==> src/rtl/dcache_wb_axi_pkg.sv <==
// Shared encodings for the dcache write-back AXI master: request types, FSM states and
// AXI burst/size constants.
package dcache_wb_axi_pkg;

    localparam logic [2:0] WrByte = 3'b000;
    localparam logic [2:0] WrHalf = 3'b001;
    localparam logic [2:0] WrWord = 3'b010;
    localparam logic [2:0] WrLine = 3'b100;

    typedef enum logic [1:0] {
        StIdle,
        StAw,
        StW,
        StB
    } state_e;

    localparam logic [1:0] AxiBurstIncr = 2'b01;
    localparam logic [2:0] AxiSize1B    = 3'b000;
    localparam logic [2:0] AxiSize2B    = 3'b001;
    localparam logic [2:0] AxiSize4B    = 3'b010;
    localparam logic [7:0] AxiLenLine   = 8'd3;
    localparam logic [7:0] AxiLenSingle = 8'd0;

    function automatic logic [2:0] axi_size(input logic [2:0] wr_type);
        unique case (wr_type)
            WrByte:  return AxiSize1B;
            WrHalf:  return AxiSize2B;
            default: return AxiSize4B;
        endcase
    endfunction

endpackage

==> src/rtl/dcache_wb_axi.sv <==
// Single-entry dcache write buffer: captures one byte/half/word/line write and issues it as
// one AXI write transaction (AW, then W beats, then B).
module dcache_wb_axi
    import dcache_wb_axi_pkg::*;
#(
    parameter logic [3:0] AXI_ID = 4'd1
) (
    input  logic         aclk,
    input  logic         areset,

    input  logic         wr_req,
    input  logic [2:0]   wr_type,
    input  logic [31:0]  wr_addr,
    input  logic [3:0]   wr_wstrb,
    input  logic [127:0] wr_data,
    output logic         wr_rdy,

    input  logic [31:0]  rd_addr,
    output logic         rd_conflict,

    output logic [3:0]   awid,
    output logic [31:0]  awaddr,
    output logic [7:0]   awlen,
    output logic [2:0]   awsize,
    output logic [1:0]   awburst,
    output logic [1:0]   awlock,
    output logic [3:0]   awcache,
    output logic [2:0]   awprot,
    output logic         awvalid,
    input  logic         awready,

    output logic [3:0]   wid,
    output logic [31:0]  wdata,
    output logic [3:0]   wstrb,
    output logic         wlast,
    output logic         wvalid,
    input  logic         wready,

    input  logic [3:0]   bid,
    input  logic [1:0]   bresp,
    input  logic         bvalid,
    output logic         bready
);

    state_e         state_q, state_d;
    logic [1:0]     beat_q, beat_d;
    logic [2:0]     type_q, type_d;
    logic [31:0]    addr_q, addr_d;
    logic [3:0]     strb_q, strb_d;
    logic [127:0]   data_q, data_d;

    logic           is_line;
    logic [31:0]    line_word;

    assign is_line = (type_q == WrLine);

    always_comb begin
        unique case (beat_q)
            2'd0:    line_word = data_q[31:0];
            2'd1:    line_word = data_q[63:32];
            2'd2:    line_word = data_q[95:64];
            default: line_word = data_q[127:96];
        endcase
    end

    // Every handshake-facing output is gated by areset so nothing leaks out during reset.
    always_comb begin
        wr_rdy      = (state_q == StIdle) && !areset;
        awvalid     = (state_q == StAw) && !areset;
        wvalid      = (state_q == StW) && !areset;
        bready      = (state_q == StB) && !areset;
        rd_conflict = (state_q != StIdle) && !areset && (rd_addr[31:4] == addr_q[31:4]);

        awid    = AXI_ID;
        awaddr  = is_line ? {addr_q[31:4], 4'b0000} : addr_q;
        awlen   = is_line ? AxiLenLine : AxiLenSingle;
        awsize  = axi_size(type_q);
        awburst = AxiBurstIncr;
        awlock  = 2'b00;
        awcache = 4'b0000;
        awprot  = 3'b000;

        wid   = AXI_ID;
        wdata = is_line ? line_word : data_q[31:0];
        wstrb = is_line ? 4'hf : strb_q;
        wlast = is_line ? (beat_q == 2'd3) : (beat_q == 2'd0);
    end

    always_comb begin
        state_d = state_q;
        beat_d  = beat_q;
        type_d  = type_q;
        addr_d  = addr_q;
        strb_d  = strb_q;
        data_d  = data_q;

        unique case (state_q)
            StIdle: begin
                if (wr_req) begin
                    type_d  = wr_type;
                    addr_d  = wr_addr;
                    strb_d  = wr_wstrb;
                    data_d  = wr_data;
                    beat_d  = 2'd0;
                    state_d = StAw;
                end
            end
            StAw: begin
                if (awready) state_d = StW;
            end
            StW: begin
                // The counter holds on the last beat rather than wrapping.
                if (wready) begin
                    if (wlast) state_d = StB;
                    else       beat_d  = beat_q + 2'd1;
                end
            end
            default: begin
                if (bvalid) state_d = StIdle;
            end
        endcase
    end

    always_ff @(posedge aclk) begin
        if (areset) begin
            state_q <= StIdle;
            beat_q  <= 2'd0;
            type_q  <= 3'd0;
            addr_q  <= 32'd0;
            strb_q  <= 4'd0;
            data_q  <= 128'd0;
        end else begin
            state_q <= state_d;
            beat_q  <= beat_d;
            type_q  <= type_d;
            addr_q  <= addr_d;
            strb_q  <= strb_d;
            data_q  <= data_d;
        end
    end

    logic unused_inputs;
    assign unused_inputs = ^{bid, bresp, rd_addr[3:0]};

endmodule

==> config.mk <==
export PLATFORM = sky130hd
export DESIGN_NAME = dcache_wb_axi
export DESIGN_NICKNAME = d
export VERILOG_FILES = /design/src/rtl/dcache_wb_axi_pkg.sv /design/src/rtl/dcache_wb_axi.sv
export SDC_FILE = /design/constraint.sdc
export NUM_CORES = 1
export LEC_CHECK = 0
export CAP_MARGIN = 10
export CORE_MARGIN = 2
export CORE_UTILIZATION = 47
export CTS_BUF_LIST = sky130_fd_sc_hd__clkbuf_16
export CTS_CLUSTER_SIZE = 14
export DETAILED_ROUTE_END_ITERATION = 7
export PLACE_DENSITY = 0.86
export SYNTH_ARGS = -nofsm -noshare
export SYNTH_HDL_FRONTEND = slang
export SYNTH_SLANG_ARGS = --single-unit
==> constraint.sdc <==
create_clock -name aclk -period 2.4 [get_ports aclk]
set_input_delay 0.24 -clock aclk [delete_from_list [all_inputs] [get_ports aclk]]
set_output_delay 0.24 -clock aclk [all_outputs]
set_load 0.005 [all_outputs]
==> impl_metrics.xml, run 1 <==
<?xml version="1.0" encoding="UTF-8"?>
<metrics>
  <group name="run_status">
    <metric name="violations_in_the_final_reports" unit="">negative setup slack</metric>
    <metric name="run_status" unit="">complete, but fails checks</metric>
  </group>
  <group name="sta">
    <metric name="max_slew.worst_pin.slew" unit="ns">0.756</metric>
    <metric name="hold_ws" unit="ns">0.356</metric>
    <metric name="grt_setup_unrepaired" unit="">yes</metric>
    <metric name="finalCriticalPeriod" unit="ns">2.48</metric>
    <metric name="fmaxAchievable" unit="MHz">404</metric>
    <metric name="min_period_over_period" unit="">1.03</metric>
    <metric name="report.final.hold_viol_count" unit="">0</metric>
    <metric name="fin_worst_skew" unit="ns">0.00785</metric>
    <metric name="setup_slack" unit="ns">-0.0754</metric>
    <metric name="max_slew_violation_count" unit="">0</metric>
    <metric name="timing.final.setup_violations" unit="">7</metric>
    <metric name="worst_slew_margin_rel" unit="">0.496</metric>
  </group>
  <group name="cells_and_area">
    <metric name="regArea" unit="sq um">3440</metric>
    <metric name="stdcell_area" unit="sq um">11400</metric>
    <metric name="most_common_library_cell_in_the_layout_ignoring_fill_and_taps" unit="">nand2_1</metric>
    <metric name="final_layout_size_suffix_gt1_frac" unit="">0.0763</metric>
    <metric name="final_core_utilization" unit="">0.695</metric>
    <metric name="final_cell_mix" unit="">nand2_1 (366), clkdlybuf4s50_1 (251), a21oi_1 (169), dfxtp_1 (166), a22o_1 (30)</metric>
    <metric name="combined_area_of_the_multi_input_logic_cells" unit="sq um">3760</metric>
    <metric name="nNetsFinal" unit="">1466</metric>
    <metric name="layout.filler_cells" unit="">1331</metric>
    <metric name="syn_to_final_growth" unit="%">46.1</metric>
  </group>
  <group name="placement">
    <metric name="buffer_ports.inserted" unit="">278</metric>
    <metric name="place_worst_setup_slack" unit="ns">0.00555</metric>
    <metric name="place.detailed.hpwl" unit="mm">16.5</metric>
    <metric name="gp_congestion" unit="">0.845</metric>
    <metric name="dpl-instance-area" unit="sq um">10400</metric>
  </group>
  <group name="clock_tree">
    <metric name="hold_buffers" unit="">0</metric>
    <metric name="cts_tree" unit="">yes</metric>
    <metric name="h-tree-depth" unit="">4</metric>
    <metric name="ctsLongestPathBuffers" unit="">2</metric>
    <metric name="cts.clk_slew.worst_paths" unit="ns">0.06</metric>
    <metric name="cts_made_buffers" unit="">17</metric>
    <metric name="insertion_delay" unit="ns">0.42</metric>
    <metric name="cts_sinks" unit="">171</metric>
    <metric name="cts-root-buf" unit="">clkbuf_16</metric>
  </group>
  <group name="global_route">
    <metric name="grt_pass1_vias" unit="">7400</metric>
    <metric name="gr_overflow_total" unit="">0</metric>
    <metric name="track_usage" unit="">0.271</metric>
    <metric name="maximum_number_of_pins_on_one_net_before_global_route_repair" unit="">76</metric>
    <metric name="number_of_antenna_violations_at_the_first_check_in_global_routing" unit="">2</metric>
    <metric name="grt_pass1_wl" unit="mm">38.0</metric>
  </group>
  <group name="synth">
    <metric name="synth_top_cells_by_area" unit="">dfxtp_1 (44%), nand2_1 (18%), a21oi_1 (11%)</metric>
    <metric name="synth_top_cell_by_area" unit="">dfxtp_1</metric>
    <metric name="area_share_of_the_largest_cell_type_after_synthesis" unit="">0.440</metric>
    <metric name="synth_seq_cells" unit="">171</metric>
    <metric name="syn_area" unit="sq um">7770</metric>
    <metric name="synth.yosys.warnings" unit="">0</metric>
    <metric name="yosysSeqAreaShare" unit="">0.440</metric>
    <metric name="synthesis.instances" unit="">1028</metric>
    <metric name="synth_area_per_cell" unit="sq um">7.56</metric>
    <metric name="synth_cell_type_count" unit="">34</metric>
  </group>
  <group name="floorplan">
    <metric name="die_h" unit="um">133</metric>
    <metric name="num_rows" unit="">47</metric>
    <metric name="core_area" unit="sq um">16300</metric>
    <metric name="io-pin-count" unit="">315</metric>
    <metric name="die-area" unit="sq um">17600</metric>
    <metric name="die_boundary_width" unit="um">133</metric>
    <metric name="initial_utilization" unit="">0.476</metric>
  </group>
  <group name="detailed_routing">
    <metric name="wire_per_inst" unit="um">16.4</metric>
    <metric name="drt-vias-per-instance" unit="">5.21</metric>
    <metric name="detail_route.iter0.violations" unit="">623</metric>
    <metric name="drt_wl_total" unit="mm">24.3</metric>
    <metric name="final_antenna_net_count" unit="">0</metric>
    <metric name="detail_route.drc_violations" unit="">0</metric>
    <metric name="detailroute.via_count" unit="">7714</metric>
    <metric name="drt_first_pass_iters" unit="">5</metric>
  </group>
  <group name="critical_path">
    <metric name="timing.critical_path.slowest_stage_cell" unit="">clkdlybuf4s50_1</metric>
    <metric name="max_stage_delay" unit="ns">0.51</metric>
    <metric name="worstPathBufferInverterCount" unit="">2</metric>
    <metric name="category_of_the_critical_setup_timing_path" unit="">reg2out</metric>
    <metric name="path_cells" unit="">ha_2 &gt; buf_12 &gt; nand2_1 &gt; o21ai_0 &gt; a22o_1 &gt; clkdlybuf4s50_1</metric>
    <metric name="crit_path_max_fanout" unit="">46</metric>
    <metric name="critical_path.startpoint_type" unit="">flop</metric>
    <metric name="critPathTopFamily" unit="">buffers and inverters</metric>
    <metric name="crit_arrival" unit="ns">2.24</metric>
    <metric name="required" unit="ns">2.16</metric>
    <metric name="cp-end-kind" unit="">output port</metric>
  </group>
  <group name="run">
    <metric name="drv_cap" unit="">0</metric>
  </group>
  <group name="power_and_ir_drop">
    <metric name="power-per-cell-area" unit="nW/um^2">846</metric>
    <metric name="static-leakage-power" unit="uW">0.00442</metric>
    <metric name="vdd_drop_max" unit="mV">0.555</metric>
  </group>
  <group name="hold_path">
    <metric name="hold_path_class" unit="">in2reg</metric>
  </group>
</metrics>
## metal layers
layer / wire [um] / up-vias / global-route usage
met5: 0 / - / 0
met4: 717 / 0 / 0.109
met3: 2150 / 45 / 0.0847
met2: 11900 / 379 / 0.448
met1: 9570 / 3527 / 0.328
li1: - / 3763 / -
## report_power, final
| group | switching [uW] | leakage (uW) | total (uW) | internal (uW) |
|---|---|---|---|---|
| logic | 1550 | 0.00270 | 2960 | 1410 |
| clock network | 1130 | 0.000312 | 2960 | 1830 |
| registers | 325 | 0.00141 | 3690 | 3360 |
| total | 3000 | 0.00442 | 9610 | 6610 |
## cell usage after synthesis
master / count
xnor2_1: 11
nor3_1: 2
buf_4: 57
dfxtp_1: 171
o21a_1: 1
o211ai_2: 1
xor2_1: 17
o32ai_1: 1
nor3b_4: 1
a21boi_0: 1
buf_1: 3
inv_1: 11
a31o_1: 1
nor4_1: 5
o22ai_1: 1
nor2_1: 2
or2_2: 5
o21ai_2: 1
ha_1: 8
nor2b_1: 8
a221oi_1: 1
conb_1: 2
a22o_1: 32
a22oi_1: 33
clkbuf_1: 39
nand4bb_1: 1
nand3_1: 2
and2_1: 1
nand2b_1: 2
nand4_1: 5
nand2_1: 367
a21oi_1: 169
buf_2: 34
o21ai_0: 32
## kinds of logic (layout without fill, tap and decap cells)
family	after synthesis	in the layout	share of synthesized area
simple gates	401	401	0.206
flops	171	171	0.440
buf+inv	144	350	0.103
xor+xnor	28	28	0.0315
other cells	2	28	0.000966
compound gates	274	274	0.206
fa+ha+maj	8	8	0.0129
## tightest hold or removal path, cell delays in order
cell	delay, ns
clkdlybuf4s50_1	0.39
nand2_1	0.05
a21oi_1	0.05
## layout make-up
cell class / instances / share of cell area
diodes: 2 / 0.000441
clock inverters: 13 / 0.0177
multi-input cells: 737 / 0.331
repair buffers: 309 / 0.282
well taps: 220 / 0.0242
inverters: 11 / 0.00430
clock buffers: 17 / 0.0374
flip-flops and latches: 171 / 0.303
## final timing paths
path / to / depth (start not counted) / slack, ns / from
worst min register to register: data_q[48] / 2 / 0.45 / data_q[48]
worst min-delay path: type_q[2] / 3 / 0.36 / wr_type[2]
worst max-delay path: wdata[22] / 6 / -0.08 / beat_q[0]
worst max register to register: data_q[47] / 7 / 0.49 / state_q[0]
## metrics by stage
stage / total power [uW] / instances / TNS, ns
after floorplan: 5480 / 1052 / 0
after global placement: 6600 / 1434 / 0
after detailed placement: 6680 / 1434 / 0
after CTS: 9630 / 1472 / -1.59
after global routing: 10100 / 1480 / -0.939
final: 9610 / 1480 / -0.277
## what timing repair did
action	CTS	global route
cloned	3	0
hold endpoints to repair	0	0
setup endpoints to repair	34	21
resized for setup	46	40
pin swaps	3	3
buffers inserted	5	7
## state kept, by name (all words and copies together), names as in the netlist
signal	cells
state_q	2
beat_q	2
strb_q	4
type_q	3
data_q	128
addr_q	32
No activity file was read; power rests on OpenSTA's default activity.
==> run 2, diff against run 1 <==
--- a/config.mk
+++ b/config.mk
@@ -11,6 +11,7 @@
 export CTS_BUF_LIST = sky130_fd_sc_hd__clkbuf_16
 export CTS_CLUSTER_SIZE = 14
 export DETAILED_ROUTE_END_ITERATION = 7
+export GPL_TIMING_DRIVEN = 0
 export PLACE_DENSITY = 0.86
 export SYNTH_ARGS = -nofsm -noshare
 export SYNTH_HDL_FRONTEND = slang
==> impl_metrics.xml, run 2 (synthesized netlist as in run 1, its figures left out) <==
<?xml version="1.0" encoding="UTF-8"?>
<metrics>
  <group name="critical_path">
    <metric name="critical_path.startpoint_type" unit="">flop</metric>
    <metric name="worst_r2r_path_depth" unit="">8</metric>
    <metric name="end_of_the_worst_register_to_register_path" unit="">data_q[72]</metric>
    <metric name="crit_path_max_fanout" unit="">10</metric>
    <metric name="regToRegSetupSlack" unit="ns">0.36</metric>
    <metric name="reg2reg_from" unit="">state_q[0]</metric>
    <metric name="critPathTopFamily" unit="">buffers and inverters</metric>
    <metric name="path_cells" unit="">nor3b_4 &gt; buf_4 &gt; clkbuf_2 &gt; or2_2 &gt; clkdlybuf4s50_1</metric>
    <metric name="timing.critical_path.slowest_stage_cell" unit="">clkdlybuf4s50_1</metric>
    <metric name="max_stage_delay" unit="ns">0.54</metric>
    <metric name="required" unit="ns">2.16</metric>
    <metric name="category_of_the_critical_setup_timing_path" unit="">reg2out</metric>
    <metric name="crit_arrival" unit="ns">2.12</metric>
    <metric name="cp-end-kind" unit="">output port</metric>
    <metric name="worstPathBufferInverterCount" unit="">3</metric>
  </group>
  <group name="global_route">
    <metric name="number_of_antenna_violations_at_the_first_check_in_global_routing" unit="">0</metric>
    <metric name="gr_overflow_total" unit="">0</metric>
    <metric name="maximum_number_of_pins_on_one_net_before_global_route_repair" unit="">17</metric>
    <metric name="grt_pass1_wl" unit="mm">40.6</metric>
    <metric name="grt_pass1_vias" unit="">8066</metric>
    <metric name="track_usage" unit="">0.292</metric>
  </group>
  <group name="floorplan">
    <metric name="io-pin-count" unit="">315</metric>
    <metric name="die-area" unit="sq um">17600</metric>
    <metric name="die_boundary_width" unit="um">133</metric>
    <metric name="num_rows" unit="">47</metric>
    <metric name="die_h" unit="um">133</metric>
    <metric name="core_area" unit="sq um">16300</metric>
    <metric name="initial_utilization" unit="">0.476</metric>
  </group>
  <group name="detailed_routing">
    <metric name="drt_wl_total" unit="mm">26.3</metric>
    <metric name="final_antenna_net_count" unit="">0</metric>
    <metric name="drt-vias-per-instance" unit="">5.10</metric>
    <metric name="detailroute.via_count" unit="">8148</metric>
    <metric name="drt_first_pass_iters" unit="">8</metric>
    <metric name="detail_route.iter0.violations" unit="">467</metric>
    <metric name="detail_route.drc_violations" unit="">0</metric>
    <metric name="wire_per_inst" unit="um">16.4</metric>
  </group>
  <group name="cells_and_area">
    <metric name="final_layout_size_suffix_gt1_frac" unit="">0.141</metric>
    <metric name="final_cell_mix" unit="">nand2_1 (367), clkdlybuf4s50_1 (245), a21oi_1 (169), dfxtp_1 (166), buf_4 (71)</metric>
    <metric name="largest-register" unit="">data_q</metric>
    <metric name="final_core_utilization" unit="">0.726</metric>
    <metric name="most_common_library_cell_in_the_layout_ignoring_fill_and_taps" unit="">nand2_1</metric>
    <metric name="largest_registers" unit="">data_q (128), addr_q (32), strb_q (4)</metric>
    <metric name="nNetsFinal" unit="">1585</metric>
    <metric name="layout.filler_cells" unit="">1307</metric>
    <metric name="flip_flop_count_of_the_largest_register_after_layout" unit="">128</metric>
    <metric name="final-instance-count-excl-fill" unit="">1599</metric>
    <metric name="syn_to_final_growth" unit="%">52.7</metric>
    <metric name="num_antenna_cells" unit="">0</metric>
  </group>
  <group name="power_and_ir_drop">
    <metric name="power-per-cell-area" unit="nW/um^2">804</metric>
    <metric name="vdd_drop_max" unit="mV">0.540</metric>
    <metric name="power.total" unit="uW">9550</metric>
    <metric name="static-leakage-power" unit="uW">0.00481</metric>
  </group>
  <group name="clock_tree">
    <metric name="cts_sinks" unit="">171</metric>
    <metric name="ctsLongestPathBuffers" unit="">2</metric>
    <metric name="cts-root-buf" unit="">clkbuf_16</metric>
    <metric name="h-tree-depth" unit="">4</metric>
    <metric name="cts_made_buffers" unit="">17</metric>
    <metric name="hold_buffers" unit="">0</metric>
    <metric name="cts_tree" unit="">yes</metric>
    <metric name="insertion_delay" unit="ns">0.43</metric>
    <metric name="cts.clk_slew.worst_paths" unit="ns">0.07</metric>
  </group>
  <group name="run">
    <metric name="drv_cap" unit="">0</metric>
  </group>
  <group name="placement">
    <metric name="gp_congestion" unit="">0.840</metric>
    <metric name="buffer_ports.inserted" unit="">278</metric>
    <metric name="place.detailed.hpwl" unit="mm">19.7</metric>
    <metric name="number_of_instances_in_the_placed_design" unit="">1550</metric>
    <metric name="place_worst_setup_slack" unit="ns">-0.165</metric>
  </group>
  <group name="sta">
    <metric name="setup_slack" unit="ns">0.0432</metric>
    <metric name="min_period_over_period" unit="">0.982</metric>
    <metric name="fmaxAchievable" unit="MHz">424</metric>
    <metric name="max_slew.worst_pin.slew" unit="ns">0.695</metric>
    <metric name="max_slew_violation_count" unit="">0</metric>
    <metric name="timing.final.setup_violations" unit="">0</metric>
    <metric name="finalCriticalPeriod" unit="ns">2.36</metric>
    <metric name="totalNegativeSetupSlack" unit="ns">0</metric>
    <metric name="fin_worst_skew" unit="ns">0.00803</metric>
    <metric name="worst_slew_margin_rel" unit="">0.536</metric>
    <metric name="report.final.hold_viol_count" unit="">0</metric>
  </group>
  <group name="hold_path">
    <metric name="hold_path_class" unit="">in2reg</metric>
    <metric name="hold_end" unit="">data_q[117]</metric>
    <metric name="timing.hold.worst.start" unit="">wr_data[117]</metric>
    <metric name="worst_hold_path.num_cells" unit="">3</metric>
  </group>
  <group name="run_status">
    <metric name="run_status" unit="">finished clean</metric>
  </group>
</metrics>
[run 2: cell count changes in the layout (fill, tap and decap cells not counted), moves of 6 or more]
cell             change
buf_2               +31
clkbuf_8             +7
clkdlybuf4s15_1      -9
clkbuf_2             +6
clkbuf_1            +25
clkdlybuf4s50_1      -6
buf_12               -8
buf_4               +55
dlygate4sd2_1       +17
[run 2: per-layer routing]
| metal | wire length (um) | up-vias | global-route usage |
|---|---|---|---|
| li1 | - | 4009 | - |
| met1 | 10000 | 3702 | 0.334 |
| met2 | 13000 | 381 | 0.514 |
| met3 | 2500 | 56 | 0.0816 |
| met4 | 770 | 0 | 0.117 |
| met5 | 0 | - | 0 |
[run 2: final cells by class]
class                      instances  area (sq um)  area share
buffer                           133           881      0.0742
clock buffer                      17           425      0.0358
clock inverter                    15           141      0.0119
inverter                          11          46.3     0.00390
multi-input combinational        737          3760       0.317
sequential                       171          3430       0.289
tap                              220           275      0.0232
timing repair buffer             295          2910       0.245
[run 2: repair_timing]
action,CTS,global route
setup endpoints to repair,42,10
resized for setup,130,14
pin swaps,5,2
setup buffers,12,3
cloned,2,0
hold endpoints to repair,0,0
[run 2: worst register-to-register path: stages, from the launching register on]
cell and delay [ns]:
dfxtp_1 0.37, inv_1 0.09, ha_1 0.19, buf_2 0.17
nand2_1 0.14, buf_2 0.30, clkbuf_1 0.39, nand2_1 0.13
a21oi_1 0.18
[run 2: how the worst max path moves through the flow]
stage                     from          end  slack [ns]  cells past startpoint
floorplan           state_q[0]  rd_conflict        0.83                      6
global placement     beat_q[0]    wdata[27]        -0.1                      6
detailed placement   beat_q[1]    wdata[27]       -0.16                      7
CTS                  beat_q[0]    wdata[12]       -0.06                      6
global route         beat_q[0]        wlast      -0.001                      8
finish               type_q[0]     wstrb[3]        0.04                      5
[run 2: stage by stage]
stage / hold slack, ns / area [sq um]
after floorplan: 0.376 / 7860
after global placement: 0.437 / 10900
after detailed placement: 0.443 / 10900
after CTS: 0.341 / 11900
after global routing: 0.354 / 11900
final: 0.344 / 11900
[run 2: power breakdown]
part / total [uW] / switching (uW) / internal (uW)
registers: 3730 / 362 / 3360
clock network: 2650 / 1210 / 1450
logic: 3170 / 1660 / 1510
total: 9550 / 3230 / 6310
==> run 3, diff against run 2 <==
--- a/config.mk
+++ b/config.mk
@@ -6,7 +6,6 @@
 export NUM_CORES = 1
 export LEC_CHECK = 0
 export CAP_MARGIN = 10
-export CORE_MARGIN = 2
 export CORE_UTILIZATION = 47
 export CTS_BUF_LIST = sky130_fd_sc_hd__clkbuf_16
 export CTS_CLUSTER_SIZE = 14
==> impl_metrics.xml, run 3 (synthesized netlist as in run 1, its figures left out) <==
<?xml version="1.0" encoding="UTF-8"?>
<metrics>
  <group name="power_and_ir_drop">
    <metric name="power.combinational.fraction" unit="">0.326</metric>
    <metric name="net-switching-power" unit="uW">3280</metric>
    <metric name="internal_power" unit="uW">6460</metric>
    <metric name="seq_power_share" unit="">0.381</metric>
    <metric name="power.total" unit="uW">9740</metric>
    <metric name="power-per-cell-area" unit="nW/um^2">822</metric>
    <metric name="swShare" unit="">0.337</metric>
    <metric name="vdd_drop_max" unit="mV">0.625</metric>
    <metric name="static-leakage-power" unit="uW">0.00483</metric>
    <metric name="relative_contribution_of_the_clock_network_to_total_power" unit="">0.293</metric>
  </group>
  <group name="detailed_routing">
    <metric name="final_antenna_net_count" unit="">0</metric>
    <metric name="drt_first_pass_iters" unit="">8</metric>
    <metric name="detail_route.drc_violations" unit="">0</metric>
    <metric name="detailroute.via_count" unit="">8205</metric>
    <metric name="detail_route.iter0.violations" unit="">640</metric>
    <metric name="drt_wl_total" unit="mm">26.1</metric>
    <metric name="drt-vias-per-instance" unit="">5.17</metric>
    <metric name="wire_per_inst" unit="um">16.4</metric>
  </group>
  <group name="cells_and_area">
    <metric name="final-instance-count-excl-fill" unit="">1588</metric>
    <metric name="final_layout_size_suffix_gt1_frac" unit="">0.129</metric>
    <metric name="largest_registers" unit="">data_q (128), addr_q (32), strb_q (4)</metric>
    <metric name="final_cell_mix" unit="">nand2_1 (367), clkdlybuf4s50_1 (246), a21oi_1 (169), dfxtp_1 (165), buf_4 (66)</metric>
    <metric name="flip_flop_count_of_the_largest_register_after_layout" unit="">128</metric>
    <metric name="largest-register" unit="">data_q</metric>
    <metric name="syn_to_final_growth" unit="%">52.3</metric>
    <metric name="nNetsFinal" unit="">1577</metric>
    <metric name="most_common_library_cell_in_the_layout_ignoring_fill_and_taps" unit="">nand2_1</metric>
  </group>
  <group name="placement">
    <metric name="number_of_instances_in_the_placed_design" unit="">1546</metric>
    <metric name="place_worst_setup_slack" unit="ns">-0.137</metric>
    <metric name="buffer_ports.inserted" unit="">278</metric>
    <metric name="place.detailed.hpwl" unit="mm">19.0</metric>
    <metric name="gp_congestion" unit="">0.869</metric>
  </group>
  <group name="critical_path">
    <metric name="critical_path.startpoint_type" unit="">flop</metric>
    <metric name="worstSetupStartpoint" unit="">beat_q[0]</metric>
    <metric name="crit_arrival" unit="ns">2.22</metric>
    <metric name="end_of_the_worst_register_to_register_path" unit="">data_q[75]</metric>
    <metric name="worst_r2r_path_depth" unit="">8</metric>
    <metric name="cp-end-kind" unit="">output port</metric>
    <metric name="category_of_the_critical_setup_timing_path" unit="">reg2out</metric>
    <metric name="regToRegSetupSlack" unit="ns">0.37</metric>
    <metric name="timing.critical_path.to" unit="">wdata[5]</metric>
    <metric name="crit_path_max_fanout" unit="">10</metric>
    <metric name="reg2reg_from" unit="">state_q[0]</metric>
    <metric name="required" unit="ns">2.16</metric>
  </group>
  <group name="sta">
    <metric name="max_slew.worst_pin.slew" unit="ns">0.720</metric>
    <metric name="report.final.hold_viol_count" unit="">0</metric>
    <metric name="worst_slew_margin_rel" unit="">0.520</metric>
    <metric name="min_period_over_period" unit="">1.02</metric>
    <metric name="totalNegativeSetupSlack" unit="ns">-0.0583</metric>
    <metric name="finalCriticalPeriod" unit="ns">2.46</metric>
    <metric name="fmaxAchievable" unit="MHz">407</metric>
    <metric name="grt_setup_unrepaired" unit="">yes</metric>
    <metric name="fin_worst_skew" unit="ns">0.0118</metric>
    <metric name="timing.final.setup_violations" unit="">1</metric>
    <metric name="max_slew_violation_count" unit="">0</metric>
    <metric name="setup_slack" unit="ns">-0.0583</metric>
  </group>
  <group name="floorplan">
    <metric name="num_rows" unit="">46</metric>
    <metric name="io-pin-count" unit="">315</metric>
    <metric name="initial_utilization" unit="">0.486</metric>
    <metric name="die_h" unit="um">131</metric>
    <metric name="die_boundary_width" unit="um">131</metric>
    <metric name="core_area" unit="sq um">16000</metric>
    <metric name="die-area" unit="sq um">17100</metric>
  </group>
  <group name="hold_path">
    <metric name="hold_path_class" unit="">in2reg</metric>
  </group>
  <group name="clock_tree">
    <metric name="cts_sinks" unit="">171</metric>
    <metric name="cts_made_buffers" unit="">17</metric>
    <metric name="insertion_delay" unit="ns">0.43</metric>
    <metric name="h-tree-depth" unit="">4</metric>
    <metric name="cts_tree" unit="">yes</metric>
    <metric name="ctsLongestPathBuffers" unit="">2</metric>
    <metric name="cts.clk_slew.worst_paths" unit="ns">0.07</metric>
    <metric name="cts-root-buf" unit="">clkbuf_16</metric>
  </group>
  <group name="run_status">
    <metric name="run_status" unit="">complete, but fails checks</metric>
    <metric name="violations_in_the_final_reports" unit="">negative setup slack</metric>
  </group>
  <group name="global_route">
    <metric name="number_of_antenna_violations_at_the_first_check_in_global_routing" unit="">0</metric>
    <metric name="maximum_number_of_pins_on_one_net_before_global_route_repair" unit="">18</metric>
    <metric name="track_usage" unit="">0.302</metric>
    <metric name="grt_pass1_wl" unit="mm">39.1</metric>
    <metric name="grt_pass1_vias" unit="">8075</metric>
    <metric name="gr_overflow_total" unit="">0</metric>
  </group>
  <group name="run">
    <metric name="drv_cap" unit="">0</metric>
  </group>
</metrics>
## run 3: how the worst min path moves through the flow
| stage | start | end | slack [ns] | depth (start not counted) |
|---|---|---|---|---|
| final | wr_data[34] | data_q[34] | 0.34 | 3 |
| after floorplan | wr_addr[0] | addr_q[0] | 0.38 | 2 |
| after global routing | wr_data[124] | data_q[124] | 0.36 | 3 |
| after CTS | wr_data[64] | data_q[64] | 0.34 | 3 |
| after global placement | strb_q[0] | strb_q[0] | 0.44 | 2 |
| after detailed placement | addr_q[3] | addr_q[3] | 0.44 | 2 |
## run 3: area by class of cell
class                   count  area (sq um)
well taps                 216           270
fillers                  1239          4160
clock buffers              17           425
multi-input cells         737          3740
clock inverters            15           183
plain buffers             133           870
flip-flops and latches    171          3440
repair buffers            287          2860
diodes                      1          2.50
inverters                  11          41.3
## run 3: routing by layer
layer,vias up,GRT usage,routed length (um)
li1,3987,-,-
met4,0,0.122,764
met2,377,0.542,12900
met3,66,0.0981,2410
met1,3775,0.327,10000
met5,-,0,0
## run 3: worst max-delay path, cell delays in order, from the launching register on
cell	delay, ns
dfxtp_4	0.37
ha_4	0.18
buf_6	0.14
o21ai_4	0.16
buf_12	0.15
buf_12	0.12
a22o_1	0.15
clkdlybuf4s50_1	0.51
## run 3: through the flow
step / util / cell area, sq um / hold WS (ns)
after floorplan: - / 7860 / 0.376
after global placement: 0.682 / 10900 / 0.438
after detailed placement: 0.682 / 10900 / 0.443
after CTS: 0.737 / 11800 / 0.340
after global routing: 0.740 / 11800 / 0.358
final: 0.740 / 11800 / 0.343
## run 3: repair_timing
action | 4_1_cts | 5_1_grt
endpoints found under the setup margin | 42 | 18
cloned | 2 | 0
buffers inserted | 7 | 0
hold buffers | 0 | 0
gates resized for setup | 106 | 23
pin swaps | 2 | 2
## run 3: power groups by stage
stage | combinational [uW] | clock, uW | sequential (uW)
floorplan | 1830 | 0 | 3650
global placement | 3080 | 0 | 3730
detailed placement | 3140 | 0 | 3750
CTS | 3160 | 2860 | 3700
global route | 3470 | 2960 | 3760
finish | 3170 | 2850 | 3710
